==> config.mk <==
export PLATFORM = sky130hd
export DESIGN_NAME = uart_tx_scheduler
export DESIGN_NICKNAME = d
export VERILOG_FILES = /design/src/rtl/uart_tx_scheduler.sv
export SDC_FILE = /design/constraint.sdc
export NUM_CORES = 1
export LEC_CHECK = 0
export ABC_AREA = 0
export BUFFER_PORTS_ARGS = -buffer_cell sky130_fd_sc_hd__buf_2
export CORE_ASPECT_RATIO = 0.7
export CORE_UTILIZATION = 52
export CTS_CLUSTER_SIZE = 28
export DETAILED_ROUTE_END_ITERATION = 10
export GPL_ROUTABILITY_DRIVEN = 0
export PLACE_DENSITY = 0.82
export SYNTH_ARGS = -nofsm -noshare
export SYNTH_HDL_FRONTEND = slang
export SYNTH_SLANG_ARGS = --single-unit
==> constraint.sdc <==
create_clock -name CLK -period 2.71 [get_ports CLK]
set_clock_uncertainty 0.2 [all_clocks]
set_input_delay 0.4065 -clock CLK [delete_from_list [all_inputs] [get_ports CLK]]
set_output_delay 0.4065 -clock CLK [all_outputs]
set_load 0.01 [all_outputs]
==> src/rtl/uart_tx_scheduler.sv <==
// Two-source byte scheduler for a single UART transmitter: RF bytes and two-byte ALU results,
// round-robin arbitrated, each byte paced on the transmitter busy flag with a hang timeout.
module uart_tx_scheduler #(
  parameter int unsigned TIMEOUT     = 64,
  parameter bit          ALU_MSB_1ST = 1'b0
) (
  input  logic        CLK,
  input  logic        RST,
  input  logic [7:0]  rf_data,
  input  logic        rf_valid,
  output logic        rf_ack,
  input  logic [15:0] alu_data,
  input  logic        alu_valid,
  output logic        alu_ack,
  input  logic        tx_busy,
  output logic [7:0]  tx_p_data,
  output logic        tx_data_valid,
  output logic        sched_busy,
  output logic        frame_done,
  output logic        timeout_err
);

  localparam int unsigned CW = (TIMEOUT > 2) ? $clog2(TIMEOUT) : 1;
  localparam logic [CW-1:0] TO_LAST = CW'(TIMEOUT - 1);

  typedef enum logic [1:0] {IDLE, WAIT_HI, WAIT_LO} state_t;
  typedef enum logic {SRC_RF, SRC_ALU} src_t;

  state_t        state_q, state_d;
  src_t          last_q, last_d;
  logic          rem_q, rem_d;
  logic [7:0]    hold_q, hold_d;
  logic [CW-1:0] cnt_q, cnt_d;
  logic [7:0]    data_q, data_d;
  logic          valid_d, rf_ack_d, alu_ack_d, done_d, terr_d;
  logic          grant_alu;

  always_ff @(posedge CLK or negedge RST) begin
    if (!RST) begin
      state_q       <= IDLE;
      last_q        <= SRC_ALU;
      rem_q         <= 1'b0;
      hold_q        <= '0;
      cnt_q         <= '0;
      data_q        <= '0;
      tx_data_valid <= 1'b0;
      rf_ack        <= 1'b0;
      alu_ack       <= 1'b0;
      frame_done    <= 1'b0;
      timeout_err   <= 1'b0;
    end else begin
      state_q       <= state_d;
      last_q        <= last_d;
      rem_q         <= rem_d;
      hold_q        <= hold_d;
      cnt_q         <= cnt_d;
      data_q        <= data_d;
      tx_data_valid <= valid_d;
      rf_ack        <= rf_ack_d;
      alu_ack       <= alu_ack_d;
      frame_done    <= done_d;
      timeout_err   <= terr_d;
    end
  end

  always_comb begin
    state_d   = state_q;
    last_d    = last_q;
    rem_d     = rem_q;
    hold_d    = hold_q;
    cnt_d     = cnt_q;
    data_d    = data_q;
    valid_d   = 1'b0;
    rf_ack_d  = 1'b0;
    alu_ack_d = 1'b0;
    done_d    = 1'b0;
    terr_d    = 1'b0;
    grant_alu = 1'b0;
    unique case (state_q)
      IDLE: begin
        if (!tx_busy && (rf_valid || alu_valid)) begin
          // Contention goes to whichever source was not served last.
          grant_alu = alu_valid && (!rf_valid || (last_q == SRC_RF));
          if (grant_alu) begin
            alu_ack_d = 1'b1;
            data_d    = ALU_MSB_1ST ? alu_data[15:8] : alu_data[7:0];
            hold_d    = ALU_MSB_1ST ? alu_data[7:0]  : alu_data[15:8];
            rem_d     = 1'b1;
            last_d    = SRC_ALU;
          end else begin
            rf_ack_d  = 1'b1;
            data_d    = rf_data;
            rem_d     = 1'b0;
            last_d    = SRC_RF;
          end
          valid_d = 1'b1;
          cnt_d   = '0;
          state_d = WAIT_HI;
        end
      end
      WAIT_HI: begin
        if (tx_busy) begin
          state_d = WAIT_LO;
        end else if (cnt_q == TO_LAST) begin
          terr_d  = 1'b1;
          rem_d   = 1'b0;
          state_d = IDLE;
        end else begin
          cnt_d = cnt_q + CW'(1);
        end
      end
      WAIT_LO: begin
        if (!tx_busy) begin
          if (rem_q) begin
            data_d  = hold_q;
            valid_d = 1'b1;
            rem_d   = 1'b0;
            cnt_d   = '0;
            state_d = WAIT_HI;
          end else begin
            done_d  = 1'b1;
            state_d = IDLE;
          end
        end
      end
      default: state_d = IDLE;
    endcase
  end

  assign tx_p_data  = data_q;
  assign sched_busy = (state_q != IDLE);

endmodule

==> results.sh, run 1 <==
export IMPL_outcome="complete, no violations"
export IMPL_wl_per_cell_um=15.70
export IMPL_start_kind="flop"
export IMPL_worstMarginPinSlew_ps=646.9
export IMPL_drv_cap=0
export IMPL_critPathRequiredTime_ps=2660
export IMPL_synth_adder_area_share_pct=3.794
export IMPL_cts_made_buffers=5
export IMPL_fin_nets=233
export IMPL_initial_core_util_pct=56.81
export IMPL_syn_to_final_growth_pct=20.03
export IMPL_grt_usage_pct=24.27
export IMPL_tns_ps=0
export IMPL_diodes=0
export IMPL_finalSetupViolations=0
export IMPL_antenna_found_initial=0
export IMPL_ir_drop_uv=609.8
export IMPL_ctsResizeCount=0
export IMPL_synthXorXnorAreaFrac_pct=0
export IMPL_end_kind="flop"
export IMPL_powerDensity_nw_per_um2=972.1
export IMPL_syn_nets=187
export IMPL_holdWs_ps=156.3
export IMPL_cp_max_fo=16
export IMPL_wl_um=3689
export IMPL_grt_pass1_wl_um=6182
export IMPL_drtPass1Iterations=4
export IMPL_io_buffers=42
export IMPL_placementRows=16
export IMPL_clk_pin_slew_ps=70
export IMPL_critPathKind="flop to flop"
export IMPL_ys_warn_count=0
export IMPL_antenna_left=0
export IMPL_grt_pass1_vias=1278
export IMPL_yosys_area_share_simple_pct=14.34
export IMPL_path_delay_family="flip-flops"
export IMPL_die_y_um=49.12
export IMPL_hold_viol=0
export IMPL_final_cell_mix="42 x buf_2, 30 x dfrtp_1, 16 x mux2_2"
export IMPL_slew_headroom_pct=56.87
export IMPL_slew_violations=0
export IMPL_layout_drive_gt1_share_pct=36.68
export IMPL_root_buffer="clkbuf_8"
export IMPL_leakage_nw=0.9561
export IMPL_final_common_cell="buf_2"
export IMPL_cp_slowest_stage_delay_ps=410
export IMPL_post_route_period_util_pct=79.23
export IMPL_ios=43
export IMPL_yosysSeqAreaShare_pct=47.12
export IMPL_grt_ovfl_total=0
export IMPL_dpl_worst_slack_ps=580.2
export IMPL_cts_num_sinks=31
export IMPL_clkLatencyLatePin_ps=280
export IMPL_rsz0062_at_grt="no"
export IMPL_fmax_mhz=465.7
export IMPL_synth_top_family_by_area="multiplexers"
export IMPL_dp_hpwl_um=2701
export IMPL_synth_compound_area_share_pct=13.43
export IMPL_drc=0
export IMPL_cts_buffer_depth=2
export IMPL_finalWorstSetupSlack_ps=562.8
export IMPL_grt_max_degree=32
export IMPL_die_w_um=69.31
export IMPL_ys_ff_latch=31
export IMPL_core_sq_um=2903
export IMPL_slowest_stage="dfrtp_1"
export IMPL_synth_area_sq_um=1649
export IMPL_num_vias=1358
export IMPL_synthCells=153
export IMPL_synth_distinct_cells=34
export IMPL_crit_chain="inv_1 > ha_1 > or3b_1 > o2111ai_1 > buf_4 > o21ai_0"
export IMPL_period_needed_ps=2147
export IMPL_path_buf_inv=2
export IMPL_avgSynthCellArea_sq_um=10.78
export IMPL_synth_mux_area_share_pct=17.00
export IMPL_vias_per_cell=5.779
export IMPL_arrival_ps=2100
export IMPL_dieArea_sq_um=3404
export IMPL_h_tree_depth=2
export IMPL_cts_tree="done"
export IMPL_hp_class="input pin to flop"
export IMPL_drt_iter0_markers=171
==> where the power goes <==
group / total (W) / leakage (nW) / internal (W) / switching [W]
logic: 0.000801 / 0.515 / 0.000356 / 0.000445
registers: 0.000753 / 0.394 / 0.000641 / 0.000112
clock network: 0.000370 / 0.0470 / 0.000199 / 0.000171
==> metal layers <==
layer	global-route usage [%]	up-vias	share of wire [%]	wire [um]
li1	-	644	-	-
met1	32.25	657	44	1637
met2	36.89	49	48	1777
met3	9.504	8	5.9	218
met4	7.143	0	1.5	55
met5	0	-	0	0
==> stage by stage <==
stage | instance area [sq um] | total power (W) | std cells | util [%]
2_1_floorplan | 1649 | 0.001313 | 153 | -
3_3_place_gp | 1882 | 0.001496 | 227 | 64.83
3_5_place_dp | 1882 | 0.001549 | 227 | 64.83
4_1_cts | 1979 | 0.001927 | 235 | 68.19
5_1_grt | 1979 | 0.002058 | 235 | 68.19
6_report | 1979 | 0.001924 | 235 | 68.19
==> final cells by class <==
| cell class | instances | area, sq um |
|---|---|---|
| inverters | 7 | 26.28 |
| repair buffers | 46 | 242.7 |
| multi-input cells | 108 | 800.8 |
| fillers | 233 | 923.4 |
| flip-flops and latches | 31 | 777.0 |
| clock buffers | 6 | 82.58 |
| well taps | 36 | 45.04 |
| clock inverters | 1 | 5.005 |
==> repair_timing <==
item | CTS | global route
hold buffers | 1 | 0
setup endpoints to repair | 0 | 0
hold endpoints to repair | 30 | 0
setup buffers | 0 | 0
==> cells by family after synthesis <==
| group | after synthesis |
|---|---|
| AOI/OAI and AO/OA | 32 |
| DFF | 31 |
| and+or+nand+nor | 45 |
| muxes | 26 |
| buffers and inverters | 14 |
| adders and majority gates | 5 |
==> synthesized netlist by cell type, drive strengths merged <==
library cell	count	area share [%]
mux2	16	11
a21o	1	0.46
clkbuf	2	0.46
a41oi	2	1.1
o2bb2ai	1	0.53
nand2b	2	0.76
a2111oi	1	1.7
nor3	3	0.91
inv	7	1.6
nor4	2	0.76
o21ai	11	3.3
or3b	2	1.1
buf	5	2.3
nor3b	1	0.46
nand4	1	0.38
a31oi	1	0.38
nor2	3	0.68
dfstp	1	1.6
nand3	8	2.7
nand4b	1	0.53
a311oi	2	1.4
a21oi	9	2.7
nand2	15	3.4
a21boi	2	0.91
o22ai	1	0.38
mux2i	10	6.1
o2111ai	1	0.53
ha	5	3.8
dfrtp	30	46
and3	7	2.7
==> state kept, by name, indices dropped and copies added, names as in the netlist, 2 cells and up <==
signal     cells
cnt_q          6
hold_q         8
state_q        2
tx_p_data      8
==> worst paths after layout <==
path,startpoint,slack (ps),cells after the start,to
min in group asynchronous,RST,480,2,cnt_q[1]
hold reg to reg,tx_p_data[6],280,2,tx_p_data[6]
max in group asynchronous,RST,1400,2,rem_q
setup reg to reg,state_q[0],560,6,tx_p_data[1]
setup / recovery,state_q[0],560,6,tx_p_data[1]
hold / removal,alu_data[14],160,2,hold_q[6]
No activity file was read; power rests on OpenSTA's default activity.
==> run 2: changes to the inputs <==
clock period = 2.2 ns   (was 2.71 ns; I/O delays follow)
==> results.sh, run 2 (synthesis gave the netlist of run 1 again) <==
export IMPL_end_kind="flop"
export IMPL_final_cell_mix="43 x buf_2, 30 x dfrtp_1, 16 x mux2_2"
export IMPL_fin_nets=235
export IMPL_dp_hpwl_um=2740
export IMPL_placementRows=16
export IMPL_vias_per_cell=5.727
export IMPL_cts_made_buffers=5
export IMPL_wl_um=3829
export IMPL_initial_core_util_pct=56.81
export IMPL_grtUsageMet2_pct=37.06
export IMPL_core_sq_um=2903
export IMPL_layout_drive_gt1_share_pct=38.61
export IMPL_grt_pass1_wl_um=6244
export IMPL_post_route_period_util_pct=94.77
export IMPL_r2r_start="state_q[0]"
export IMPL_r2r_end="cnt_q[4]"
export IMPL_hold_viol=0
export IMPL_drtPass1Iterations=4
export IMPL_syn_to_final_growth_pct=21.17
export IMPL_wl_per_cell_um=16.09
export IMPL_period_needed_ps=2085
export IMPL_tns_ps=0
export IMPL_fin_util_pct=68.84
export IMPL_clk_pin_slew_ps=70
export IMPL_cts_tree="done"
export IMPL_met1_usage_pct=33.02
export IMPL_hold_depth=2
export IMPL_leakage_nw=0.9604
export IMPL_arrival_ps=2060
export IMPL_dieArea_sq_um=3404
export IMPL_clkLatencyLatePin_ps=290
export IMPL_slew_violations=0
export IMPL_drt_iter0_markers=176
export IMPL_root_buffer="clkbuf_8"
export IMPL_cts_buffer_depth=2
export IMPL_cp_max_fo=8
export IMPL_finalWorstSetupSlack_ps=115.1
export IMPL_r2r_setup_slack_ps=120
export IMPL_num_vias=1363
export IMPL_hp_class="input pin to flop"
export IMPL_grt_usage_pct=24.50
export IMPL_drc=0
export IMPL_fillers=232
export IMPL_hold_path_end="last_q"
export IMPL_diodes=0
export IMPL_antenna_left=0
export IMPL_io_buffers=42
export IMPL_start_kind="flop"
export IMPL_grt_pass1_vias=1304
export IMPL_die_w_um=69.31
export IMPL_ir_drop_uv=777.2
export IMPL_critPathKind="flop to flop"
export IMPL_drv_cap=0
export IMPL_grt_ovfl_total=0
export IMPL_rsz0062_at_grt="no"
export IMPL_min_from="rf_valid"
export IMPL_worstRegToRegCells=6
export IMPL_powerDensity_nw_per_um2=1195
export IMPL_fmax_mhz=479.6
export IMPL_slew_headroom_pct=54.88
export IMPL_final_common_cell="buf_2"
export IMPL_ios=43
export IMPL_h_tree_depth=2
export IMPL_grt_max_degree=32
export IMPL_finalPower_w=0.002389
export IMPL_busiest_layer="met2"
export IMPL_outcome="complete, no violations"
export IMPL_antenna_found_initial=0
export IMPL_dpl_worst_slack_ps=75.85
export IMPL_worstMarginPinSlew_ps=676.8
export IMPL_cts_num_sinks=31
export IMPL_die_y_um=49.12
export IMPL_critPathRequiredTime_ps=2170
export IMPL_finalSetupViolations=0
export IMPL_use_met3_pct=6.612
run 2: cell types whose count changed in the layout (fill, tap and decap cells not counted):
cell,before,now
clkbuf_8,6,5
ha_2,0,1
and3_1,7,6
buf_2,42,43
ha_1,5,4
clkbuf_1,0,2
and3_2,0,1
o2111ai_1,1,0
nand2_1,15,14
buf_4,3,4
nand2_2,0,1
o2111ai_2,0,1
run 2: worst max-delay path, cell delays in order (launching register included):
cell     delay (ps)
dfrtp_1         420
inv_1           100
ha_2            250
or3b_1          410
and3_2          290
a41oi_1         230
nor3_1           60
run 2: stage by stage:
step	instance area [sq um]	hold slack, ps	cells
after global placement	1889	192.2	228
after global routing	1998	67.43	238
after floorplan	1649	-165.6	153
after detailed placement	1889	207.2	228
after CTS	1981	64.47	237
final	1998	73.79	238
run 2: worst max-delay path by stage:
stage,cells past startpoint,slack [ps],from,end
after floorplan,7,240,state_q[0],cnt_q[4]
after global placement,6,200,state_q[1],cnt_q[5]
after detailed placement,6,80,state_q[0],hold_q[4]
after CTS,6,40,state_q[0],hold_q[4]
after global routing,6,3,state_q[1],cnt_q[5]
final,6,120,state_q[0],cnt_q[4]
run 2: cell type report:
cell class              count  area [sq um]  area share [%]
multi-input cells         108         813.3           40.70
flip-flops and latches     31         777.0           38.89
repair buffers             48         255.2           12.77
clock buffers               7         76.32           3.820
well taps                  36         45.04           2.254
inverters                   7         26.28           1.315
clock inverters             1         5.005          0.2505
run 2: power breakdown:
group | internal (W) | switching [W]
combinational | 0.000463 | 0.000565
sequential | 0.000789 | 0.000137
clock | 0.000222 | 0.000214
total | 0.00147 | 0.000915
run 2: timing repair:
action | 4_1_cts | 5_1_grt
hold buffers | 1 | 0
buffers inserted | 0 | 0
setup endpoints to repair | 0 | 20
resized for setup | 0 | 5
hold endpoints to repair | 30 | 0
run 2: per-layer routing:
metal	part of all wire, %	up-vias	wire, um
met4	2.7	0	102
met5	0	-	0
met2	46	51	1749
li1	-	656	-
met3	6.7	11	256
met1	45	645	1721
